## config.mk

```make
export PLATFORM = sky130hd
export DESIGN_NAME = fetch_stall_ctrl
export DESIGN_NICKNAME = d
export VERILOG_FILES = /design/src/rtl/fetch_stall_ctrl_pkg.sv /design/src/rtl/fetch_stall_ctrl_miss_timer.sv /design/src/rtl/fetch_stall_ctrl.sv
export SDC_FILE = /design/constraint.sdc
export NUM_CORES = 1
export LEC_CHECK = 0
export ABC_AREA = 1
export BUFFER_PORTS_ARGS = -buffer_cell sky130_fd_sc_hd__buf_2
export CORE_MARGIN = 2
export CORE_UTILIZATION = 46
export DETAILED_ROUTE_END_ITERATION = 12
export PLACE_DENSITY = 0.74
export SETUP_SLACK_MARGIN = 0.2
export SLEW_MARGIN = 40
export SYNTH_ARGS = -nofsm -noshare
export SYNTH_HDL_FRONTEND = slang
export SYNTH_SLANG_ARGS = --single-unit
```

## constraint.sdc

```tcl
create_clock -name clk -period 1.6 [get_ports clk]
set_clock_uncertainty 0.1 [all_clocks]
set_input_delay 0.24 -clock clk [delete_from_list [all_inputs] [get_ports clk]]
set_output_delay 0.24 -clock clk [all_outputs]
set_load 0.005 [all_outputs]
```

## src/rtl/fetch_stall_ctrl_pkg.sv

```systemverilog
// fetch_stall_ctrl_pkg: state encoding and IF/ID bubble encoding shared by the fetch sequencer.
package fetch_stall_ctrl_pkg;

    typedef enum logic [1:0] {
        RUN  = 2'd0,
        MISS = 2'd1,
        FILL = 2'd2,
        ERR  = 2'd3
    } state_t;

    localparam logic [31:0] NOP = 32'h0000_0013;

endpackage

```

## src/rtl/fetch_stall_ctrl_miss_timer.sv

```systemverilog
// fetch_stall_ctrl_miss_timer: clear/enable counter flagging the last cycle before a refill timeout.
module fetch_stall_ctrl_miss_timer
    import fetch_stall_ctrl_pkg::*;
#(
    parameter int TIMEOUT = 15
) (
    input  logic clk,
    input  logic clr,
    input  logic en,
    output logic tc
);

    localparam int TW = $clog2(TIMEOUT + 1);

    logic [TW-1:0] count;

    always_ff @(posedge clk)
        count <= clr ? '0 : en ? count + TW'(1) : count;

    assign tc = en && count == TW'(TIMEOUT - 1);

endmodule

```

## src/rtl/fetch_stall_ctrl.sv

```systemverilog
// fetch_stall_ctrl: prioritised PC / IF-ID control and I-cache refill sequencing.
module fetch_stall_ctrl
    import fetch_stall_ctrl_pkg::*;
#(
    parameter int ADDR_W       = 16,
    parameter int CNT_W        = 16,
    parameter int MISS_TIMEOUT = 15
) (
    input  logic              clk,
    input  logic              rstn,
    input  logic [ADDR_W-1:0] pc,
    input  logic              icache_hit,
    input  logic              hazard_stall,
    input  logic              branch_taken,
    input  logic              mem_ack,
    output logic              pc_en,
    output logic              ifid_en,
    output logic              ifid_flush,
    output logic              mem_req,
    output logic [ADDR_W-1:0] mem_addr,
    output logic              cache_fill_we,
    output logic              fetch_err,
    output logic [CNT_W-1:0]  miss_cnt
);

    state_t            state, nxt;
    logic [ADDR_W-1:0] miss_addr;
    logic              tc, miss, run, mis, fil, err;

    assign run  = state == RUN;
    assign mis  = state == MISS;
    assign fil  = state == FILL;
    assign err  = state == ERR;
    assign miss = !branch_taken && !hazard_stall && !icache_hit;

    fetch_stall_ctrl_miss_timer #(.TIMEOUT(MISS_TIMEOUT)) u_timer (
        .clk (clk),
        .clr (!rstn || !mis || mem_ack),
        .en  (mis),
        .tc  (tc)
    );

    always_ff @(posedge clk)
        state <= !rstn ? RUN : nxt;

    always_ff @(posedge clk) begin
        if (!rstn) begin
            miss_addr <= '0;
            miss_cnt  <= '0;
        end else if (run && miss) begin
            miss_addr <= pc;
            miss_cnt  <= &miss_cnt ? miss_cnt : miss_cnt + CNT_W'(1);
        end
    end

    // ack on the timeout cycle still completes the refill
    always_comb begin
        nxt = state;
        nxt = run ? (miss ? MISS : RUN) :
              mis ? (mem_ack ? FILL : tc ? ERR : MISS) :
              fil ? RUN : ERR;
    end

    always_comb begin
        pc_en         = rstn && (run ? branch_taken || (!hazard_stall && icache_hit)
                                     : (mis || fil) && branch_taken);
        ifid_en       = rstn && run && !branch_taken && !hazard_stall && icache_hit;
        ifid_flush    = !rstn || (run ? branch_taken || miss : err || !hazard_stall);
        mem_req       = rstn && mis;
        mem_addr      = miss_addr;
        cache_fill_we = rstn && fil;
        fetch_err     = rstn && err;
    end

endmodule
```

==> results.yml, run 1 <==
outcome:
  status: "finished with violations"
  failed_checks: "negative setup slack"
sta:
  fin_crit_ns: 1.723
  finalHoldViolCount: 0
  tightestPinTransition_ns: 0.3213
  rsz0062_at_grt: "true"
  finalMaxSlewViolations: 0
  max_freq_mhz: 580.6
  setup_viol: 3
  whs_ns: 0.04460
  max_slew_margin_pct: 78.53
  setup_ws_ns: -0.1225
  finalCritPeriodShare_pct: 107.7
worst_setup_path:
  required_ns: 1.26
  cp_num_buf_inv: 3
  reg2reg_from: "state[0]"
  critPathCapture: "ifid_flush"
  crit_type: "reg2out"
  r2r_slack_ns: 0.06
  critPathLaunchType: "register"
  r2r_cells: 8
  endpoint_kind: "output port"
  cp_common_cell: "inv_2"
  slowest_stage: "dfxtp_2"
  cp_num_cells: 7
  critPathMaxFanout: 3
  cp_slowest_stage_delay_ns: 0.35
  critPathTopFamily: "flip-flops"
  critical_path_arrival_ns: 1.38
  path_cells: "inv_2 -> ha_4 -> nor2_4 -> inv_2 -> nor3_2 -> a31oi_2 -> buf_2"
  critPathLaunch: "state[0]"
  r2r-end: "mem_addr[5]"
clock_tree:
  cts_buffers: 5
  path_clk_slew_ns: 0.07
  h-tree-depth: 2
  clk_latency_ns: 0.30
  cts_sinks: 38
  cts_hold_buf: 0
  cts_root_buffer: "clkbuf_8"
  cts_tree: "done"
  cts_buffer_depth: 2
power_and_ir_drop:
  internal_power_mw: 1.645
  p_leak_nw: 1.428
  swShare_pct: 29.84
  pwr-share-seq_pct: 44.7
  clockPowerShare_pct: 30.1
  combPwrFrac_pct: 25.3
  p_sw_uw: 699.8
  ir_drop_v: 0.0006695
  pwr_density_cell_nw_per_um2: 810.3
floorplanning:
  io_pins: 60
  die_height_um: 68.81
  rows: 23
  die_w_um: 68.81
  start_util_pct: 47.95
  coreArea_um2: 4029
  die-area_um2: 4734
finish:
  final_core_util_pct: 71.83
  syn2layout_area_growth_pct: 49.81
  drive_gt1_share_pct: 42.63
  diodes: 0
  layout_common_cells: "63 x nor2_1, 59 x buf_2, 47 x nand2_1"
  nets: 408
  fin_area_um2: 2894
  mostFrequentLayoutCell: "nor2_1"
  layout.cells.non_filler: 430
route:
  drt_iter0_markers: 87
  wl_met2_um: 2660
  highest_layer: "met4"
  wirelength_um: 5480
  vias: 2155
  antenna_left: 0
  drt_pass1_iterations: 4
  wl_per_cell_um: 12.74
  met1_length_um: 2297
  dr_wl_met3_um: 346
  vias_per_cell: 5.012
  drt_drc_violations_left: 0
placed_design:
  post-place-ws_ns: 0.08530
  port_buffers: 59
  gp_congestion: 0.8119
  hpwl_um: 3389
  dp_cells: 399
  placed_area_um2: 2360
yosys:
  ys_ff_latch: 38
  synthDistinctLibCells: 24
  netlist_instances: 289
  yosysSeqAreaShare_pct: 39.38
  synthesis.area_um2: 1932
  ys_warn_count: 0
  post_synth.cell_area_avg_um2: 6.685
  syn_nets: 318
min_path:
  worst_hold_path_type: "in2reg"
global_routing:
  grt_pass1_wl_um: 8383
  grt-ovfl-total: 0
  grt_pass1_vias: 1954
  grt_start_max_net_pins: 24
  grt_usage_pct: 23.78
  antenna_found_initial: 0
flow_run:
  drv_cap: 0
==> through the flow <==
stage / setup TNS (ns) / power [mW]
finish: -0.1321 / 2.345
CTS: -0.1347 / 2.322
global placement: 0 / 1.474
detailed placement: 0 / 1.483
global route: -0.5542 / 2.468
floorplan: 0 / 1.345
==> layout make-up <==
class / count / area [um^2]
fillers: 341 / 1135
clock buffers: 6 / 82.58
multi-input cells: 209 / 1236
clock inverters: 2 / 12.51
inverters: 34 / 127.6
repair buffers: 91 / 595.6
well taps: 50 / 62.56
flip-flops and latches: 38 / 777.0
==> power groups by stage <==
stage	clock, mW	combinational, mW	sequential, mW
6_report	0.705	0.593	1.05
3_5_place_dp	0	0.411	1.07
4_1_cts	0.726	0.550	1.05
2_1_floorplan	0	0.271	1.07
5_1_grt	0.759	0.654	1.05
3_3_place_gp	0	0.405	1.07
==> synth_stat cells <==
cell	number	area share, %
a31oi_1	1	0.32
o21ai_0	19	4.9
clkbuf_1	2	0.39
a21oi_1	16	4.1
buf_6	3	1.7
o211ai_1	1	0.39
inv_2	1	0.19
nand2_2	3	0.97
dfxtp_1	38	39
o22ai_1	1	0.32
buf_4	1	0.39
nor2_1	73	14
nor2_2	6	1.9
nor2_4	2	1.2
nand2_1	54	10
nand3_1	18	4.7
nor3b_1	1	0.39
nand4_2	1	0.65
buf_2	3	0.78
ha_1	7	4.5
nor3_1	3	0.78
inv_1	33	6.4
nand3_2	1	0.52
nor4_1	1	0.32
==> registers in the layout, summed over array words and instances (netlist names) <==
| signal | flops |
|---|---|
| u_timer.count | 4 |
| state | 2 |
| miss_cnt | 16 |
| mem_addr | 16 |
==> logic make-up after synthesis <==
group           synth area share [%]
fa+ha+maj                      4.533
buf+inv                        9.909
simple gates                   36.08
flops                          39.38
compound gates                 10.10
==> worst reg2reg max path, cell delays in order, from the launching register on <==
cell	delay [ns]
dfxtp_2	0.35
inv_2	0.05
ha_4	0.17
nand2_2	0.11
nor2_4	0.06
buf_6	0.13
bufbuf_16	0.26
o21ai_0	0.15
nor2_1	0.06
==> worst min-delay path by stage <==
| stage | start | slack, ns | to | cells past startpoint |
|---|---|---|---|---|
| 3_5_place_dp | mem_ack | 0.34 | u_timer.count[0] | 2 |
| 3_3_place_gp | mem_ack | 0.34 | u_timer.count[0] | 2 |
| 4_1_cts | mem_ack | 0.02 | u_timer.count[0] | 2 |
| 2_1_floorplan | mem_ack | 0.22 | u_timer.count[0] | 1 |
| 5_1_grt | mem_ack | 0.04 | u_timer.count[0] | 2 |
| 6_report | mem_ack | 0.04 | u_timer.count[0] | 2 |
==> routing by layer <==
layer | track usage [%] | vias to the layer above
met3 | 5.519 | 19
li1 | - | 1086
met2 | 37.98 | 78
met4 | 13.73 | 0
met1 | 29.23 | 972
met5 | 0 | -
==> what timing repair did <==
item / in CTS / in global routing
gates resized for setup: 49 / 16
setup buffers: 12 / 9
pin swaps: 26 / 19
setup endpoints to repair: 38 / 40
gates cloned: 2 / 0
No activity file was read; power rests on OpenSTA's default activity.
==> run 2, diff against run 1 <==
--- a/config.mk
+++ b/config.mk
@@ -9,8 +9,9 @@
 export BUFFER_PORTS_ARGS = -buffer_cell sky130_fd_sc_hd__buf_2
 export CORE_MARGIN = 2
 export CORE_UTILIZATION = 46
+export CTS_CLUSTER_SIZE = 12
 export DETAILED_ROUTE_END_ITERATION = 12
-export PLACE_DENSITY = 0.74
+export PLACE_DENSITY = 0.73
 export SETUP_SLACK_MARGIN = 0.2
 export SLEW_MARGIN = 40
 export SYNTH_ARGS = -nofsm -noshare
==> results.yml, run 2 (same netlist as run 1, synthesis figures left out) <==
finish:
  final_core_util_pct: 76.46
  mostFrequentLayoutCell: "nor2_1"
  syn2layout_area_growth_pct: 59.46
  layout_common_cells: "61 x nor2_1, 59 x buf_2, 48 x nand2_1"
  layout.cells.non_filler: 428
  diodes: 0
  drive_gt1_share_pct: 49.74
  nets: 406
power_and_ir_drop:
  swShare_pct: 31.24
  combPwrFrac_pct: 27.5
  clockPowerShare_pct: 29.3
  ir_drop_v: 0.0006848
  internal_power_mw: 1.681
  pwr_density_cell_nw_per_um2: 793.8
  p_sw_uw: 763.9
  p_total_mw: 2.445
  p_leak_nw: 1.462
  pwr-share-seq_pct: 43.2
clock_tree:
  cts_root_buffer: "clkbuf_8"
  clk_latency_ns: 0.30
  cts_buffer_depth: 2
  cts_buffers: 5
  h-tree-depth: 2
  cts_hold_buf: 0
  cts_tree: "done"
  path_clk_slew_ns: 0.08
  cts_sinks: 38
route:
  drt_drc_violations_left: 0
  wl_met2_um: 2800
  dr_wl_met3_um: 327
  wl_per_cell_um: 13.34
  met1_length_um: 2461
  vias: 2132
  drt_iter0_markers: 104
  vias_per_cell: 4.981
  drt_pass1_iterations: 4
  wirelength_um: 5711
  highest_layer: "met4"
  antenna_left: 0
placed_design:
  gp_congestion: 0.7947
  hpwl_um: 3284
  port_buffers: 59
  dp_cells: 399
  post-place-ws_ns: 0.04808
sta:
  finalCritPeriodShare_pct: 103.3
  max_freq_mhz: 605.0
  fin_crit_ns: 1.653
  whs_ns: 0.04129
  tightestPinTransition_ns: 0.3084
  setup_viol: 2
  max_slew_margin_pct: 79.44
  finalMaxSlewViolations: 0
  setup_ws_ns: -0.05291
  finalHoldViolCount: 0
  rsz0062_at_grt: "true"
worst_setup_path:
  r2r_slack_ns: 0.04
  endpoint_kind: "output port"
  crit_type: "reg2out"
  critical_path_arrival_ns: 1.31
  required_ns: 1.26
  critPathMaxFanout: 3
  critPathLaunchType: "register"
global_routing:
  grt_start_max_net_pins: 24
  grt-ovfl-total: 0
  grt_usage_pct: 24.51
  antenna_found_initial: 0
  grt_pass1_wl_um: 8521
  grt_pass1_vias: 1931
floorplanning:
  die-area_um2: 4734
  start_util_pct: 47.95
  die_w_um: 68.81
  die_height_um: 68.81
  io_pins: 60
  coreArea_um2: 4029
  rows: 23
outcome:
  status: "finished with violations"
  failed_checks: "negative setup slack"
min_path:
  worst_hold_path_type: "in2reg"
flow_run:
  drv_cap: 0
-- run 2: cell count changes in the layout (fill, tap and decap cells not counted), moves of 3 or more --
| cell | previous run | this run |
|---|---|---|
| o21ai_0 | 17 | 2 |
| a21oi_1 | 12 | 8 |
| nand3_1 | 13 | 4 |
| o21ai_2 | 0 | 13 |
| buf_4 | 25 | 19 |
| clkbuf_16 | 0 | 3 |
| nand3_2 | 5 | 12 |
| nand2_2 | 7 | 3 |
| a21oi_2 | 4 | 8 |
-- run 2: final timing paths --
path | to | start | cells after the start
max | ifid_flush | state[0] | 7
min | u_timer.count[0] | mem_ack | 2
max reg2reg | miss_cnt[9] | miss_cnt[1] | 7
min reg2reg | u_timer.count[0] | u_timer.count[0] | 1
-- run 2: area by class of cell --
cell class | count | area (um^2)
clock buffer | 6 | 82.58
clock inverter | 2 | 12.51
fill | 272 | 948.4
inverter | 34 | 130.1
multi-input combinational | 209 | 1388
sequential | 38 | 775.7
tap | 50 | 62.56
timing repair buffer | 89 | 629.4
-- run 2: per-layer routing --
layer	global-route usage, %	up-vias
li1	-	1087
met1	29.97	972
met2	39.90	60
met3	7.630	13
met4	10.05	0
met5	0	-
-- run 2: worst max-delay path, cell delays in order, from the launching register on --
cell and delay (ns):
dfxtp_2 0.33, inv_2 0.08, ha_4 0.17, nor2_4 0.04, inv_2 0.06, nor3_2 0.03, a31oi_1 0.15, buf_2 0.14
-- run 2: repair_timing --
item,CTS,global route
gates cloned,1,3
setup endpoints to repair,38,41
pin swaps,34,25
resized for setup,67,50
setup buffers,13,4
endpoints found under the hold margin,0,0
-- run 2: power by group through the flow --
stage	Sequential [mW]	Clock, mW	Combinational [mW]
after detailed placement	1.07	0	0.422
after CTS	1.05	0.723	0.564
final	1.06	0.717	0.672
after floorplan	1.07	0	0.271
after global placement	1.07	0	0.406
after global routing	1.06	0.759	0.743
-- run 2: stage by stage --
stage / setup TNS [ns] / cell area, um^2
2_1_floorplan: 0 / 1997
3_3_place_gp: 0 / 2360
3_5_place_dp: 0 / 2360
4_1_cts: -0.08404 / 2853
5_1_grt: -0.6603 / 3080
6_report: -0.09312 / 3080
==> run 3, diff against run 2 <==
--- a/config.mk
+++ b/config.mk
@@ -11,9 +11,10 @@
 export CORE_UTILIZATION = 46
 export CTS_CLUSTER_SIZE = 12
 export DETAILED_ROUTE_END_ITERATION = 12
-export PLACE_DENSITY = 0.73
+export PLACE_DENSITY = 0.72
 export SETUP_SLACK_MARGIN = 0.2
 export SLEW_MARGIN = 40
 export SYNTH_ARGS = -nofsm -noshare
 export SYNTH_HDL_FRONTEND = slang
+export SYNTH_HIERARCHICAL = 1
 export SYNTH_SLANG_ARGS = --single-unit
==> results.yml, run 3 <==
outcome:
  status: "finished with violations"
  failed_checks: "negative setup slack"
sta:
  setup_viol: 15
  finalMaxSlewViolations: 0
  fin_crit_ns: 1.671
  max_freq_mhz: 598.4
  tightestPinTransition_ns: 0.4038
  max_slew_margin_pct: 72.98
  finalCritPeriodShare_pct: 104.4
  fin_tns_setup_ns: -0.2937
  finalHoldViolCount: 0
  setup_ws_ns: -0.07103
  rsz0062_at_grt: "true"
yosys:
  yosysSeqAreaShare_pct: 38.24
  yosysMostFrequentCell: "nor2_1"
  synth_flop_cell: "dfxtp_1"
  synthArstFlopShare_pct: 0
  synthDistinctLibCells: 24
  synth_common_cells: "73 x nor2_1, 51 x nand2_1, 38 x dfxtp_1"
  synth_area_leaders: "dfxtp_1 38%, nor2_1 14%, nand2_1 9.6%"
  netlist.area_leader.share_pct: 38.24
  synth_edf_count: 0
  ys_warn_count: 6
  synthesis.area_um2: 1989
  syn_nets: 316
  yosys.area.top_type: "dfxtp_1"
  post_synth.cell_area_avg_um2: 6.932
  ys_ff_latch: 38
  netlist_instances: 287
placed_design:
  gp_congestion: 0.9043
  hpwl_um: 3218
  port_buffers: 59
  post-place-ws_ns: 0.09063
  placed_area_um2: 2366
route:
  wl_per_cell_um: 12.69
  drt_pass1_iterations: 4
  drt_drc_violations_left: 0
  vias_per_cell: 5.002
  vias: 2111
  wirelength_um: 5355
  antenna_left: 0
  drt_iter0_markers: 81
floorplanning:
  start_util_pct: 48.68
  die_height_um: 69.77
  coreArea_um2: 4086
  io_pins: 60
  rows: 23
  die-area_um2: 4867
  die_w_um: 69.77
power_and_ir_drop:
  combPwrFrac_pct: 24.6
  internal_power_mw: 1.766
  p_sw_uw: 715.8
  ir_drop_v: 0.0007047
  clockPowerShare_pct: 33.7
  p_total_mw: 2.481
  p_leak_nw: 1.459
  pwr-share-seq_pct: 41.6
  pwr_density_cell_nw_per_um2: 816.1
  swShare_pct: 28.85
clock_tree:
  cts_sinks: 38
  cts_root_buffer: "clkbuf_8"
  cts_buffers: 5
  path_clk_slew_ns: 0.08
  clk_latency_ns: 0.30
  cts_tree: "done"
  h-tree-depth: 2
  cts_buffer_depth: 2
worst_setup_path:
  endpoint_kind: "output port"
  r2r_slack_ns: -0.04
  crit_type: "reg2out"
  critPathMaxFanout: 3
  reg2reg_from: "state[0]"
  cp_common_cell: "buf_4"
  required_ns: 1.26
  critPathLaunchType: "register"
  cp_slowest_stage_delay_ns: 0.35
  slowest_stage: "dfxtp_2"
  r2r-end: "miss_cnt[9]"
  path_cells: "inv_2 -> buf_4 -> buf_4 -> ha_2 -> nand2_1 -> inv_1 -> buf_2"
  r2r_cells: 11
  critical_path_arrival_ns: 1.33
finish:
  fin_area_um2: 3040
  syn2layout_area_growth_pct: 52.83
  nets: 400
  drive_gt1_share_pct: 47.04
  diodes: 0
  layout_common_cells: "63 x nor2_1, 59 x buf_2, 44 x nand2_1"
  final_core_util_pct: 74.40
  mostFrequentLayoutCell: "nor2_1"
min_path:
  worst_hold_path_type: "in2reg"
  hold_start: "pc[14]"
  hold_depth: 3
  holdPathEnd: "mem_addr[14]"
global_routing:
  grt-ovfl-total: 0
  grt_pass1_wl_um: 9246
  antenna_found_initial: 0
  grt_usage_pct: 23.60
  grt_start_max_net_pins: 36
  grt_pass1_vias: 2055
flow_run:
  drv_cap: 0
run 3: cell types whose count changed after synthesis, sizes merged:
cell    change
inv         -4
nand3       +2
buf         -1
clkbuf      +1
nand2       -1
nor2        +1
nor3b       -1
o211ai      -1
o311a       +1
xnor2       +1
run 3: final cells by class:
cell class                      count  area, um^2
Inverter                           30       117.6
Multi-Input combinational cell    211        1335
Timing Repair Buffer               85       613.1
Clock buffer                        5       68.82
Clock inverter                      3       45.04
Fill cell                         303        1046
Sequential cell                    38       798.3
Tap cell                           50       62.56
run 3: layer usage:
| metal | GRT usage [%] | part of all wire, % | vias to the layer above |
|---|---|---|---|
| met5 | 0 | 0 | - |
| li1 | - | - | 1081 |
| met4 | 7.265 | 1.8 | 0 |
| met3 | 6.977 | 6.4 | 10 |
| met2 | 39.79 | 50 | 66 |
| met1 | 28.90 | 42 | 954 |
run 3: worst max-delay path by stage:
stage,startpoint,endpoint,slack (ns),cells after the start
finish,state[0],cache_fill_we,-0.07,7
global route,state[0],ifid_flush,-0.17,7
CTS,state[1],ifid_flush,-0.05,7
detailed placement,state[0],miss_cnt[13],0.09,9
global placement,state[0],miss_cnt[13],0.12,9
floorplan,state[0],miss_cnt[14],0.20,10
run 3: worst max-delay path, delay by kind of cell (launching register included):
kind / cells / cell delay [ns]
adders and majority gates: 1 / 0.18
and+or+nand+nor: 1 / 0.06
DFF: 1 / 0.35
buffers and inverters: 5 / 0.43
run 3: metrics by stage:
step / std cells / hold slack (ns)
after floorplan: 287 / 0.2749
final: 422 / 0.05313
after global routing: 422 / 0.04831
after global placement: 394 / 0.3612
after detailed placement: 394 / 0.3678
after CTS: 417 / 0.03660
run 3: power by group through the flow:
| stage | sequential [mW] | clock (mW) | combinational (mW) |
|---|---|---|---|
| after floorplan | 1.07 | 0 | 0.287 |
| after global placement | 1.06 | 0 | 0.421 |
| after global routing | 1.04 | 0.893 | 0.679 |
| after CTS | 1.04 | 0.851 | 0.581 |
| after detailed placement | 1.06 | 0 | 0.422 |
| final | 1.03 | 0.837 | 0.610 |
run 3: timing repair:
action                                  in CTS  in global routing
setup buffers                               12                  5
pin swaps                                   21                 14
gates resized for setup                     78                 12
hold endpoints to repair                     0                  0
hold buffers                                 0                  0
endpoints found under the setup margin      39                 43
cloned                                       3                  0
run 3: cell families (layout without fill, tap and decap cells):
family          Yosys count  after routing  share of synthesized area [%]
compound gates           38             38                          9.938
xor+xnor                  1              1                         0.4403
fa+ha+maj                 7              7                          4.402
buf+inv                  39            123                          9.245
flops                    38             38                          38.24
simple gates            164            165                          37.74
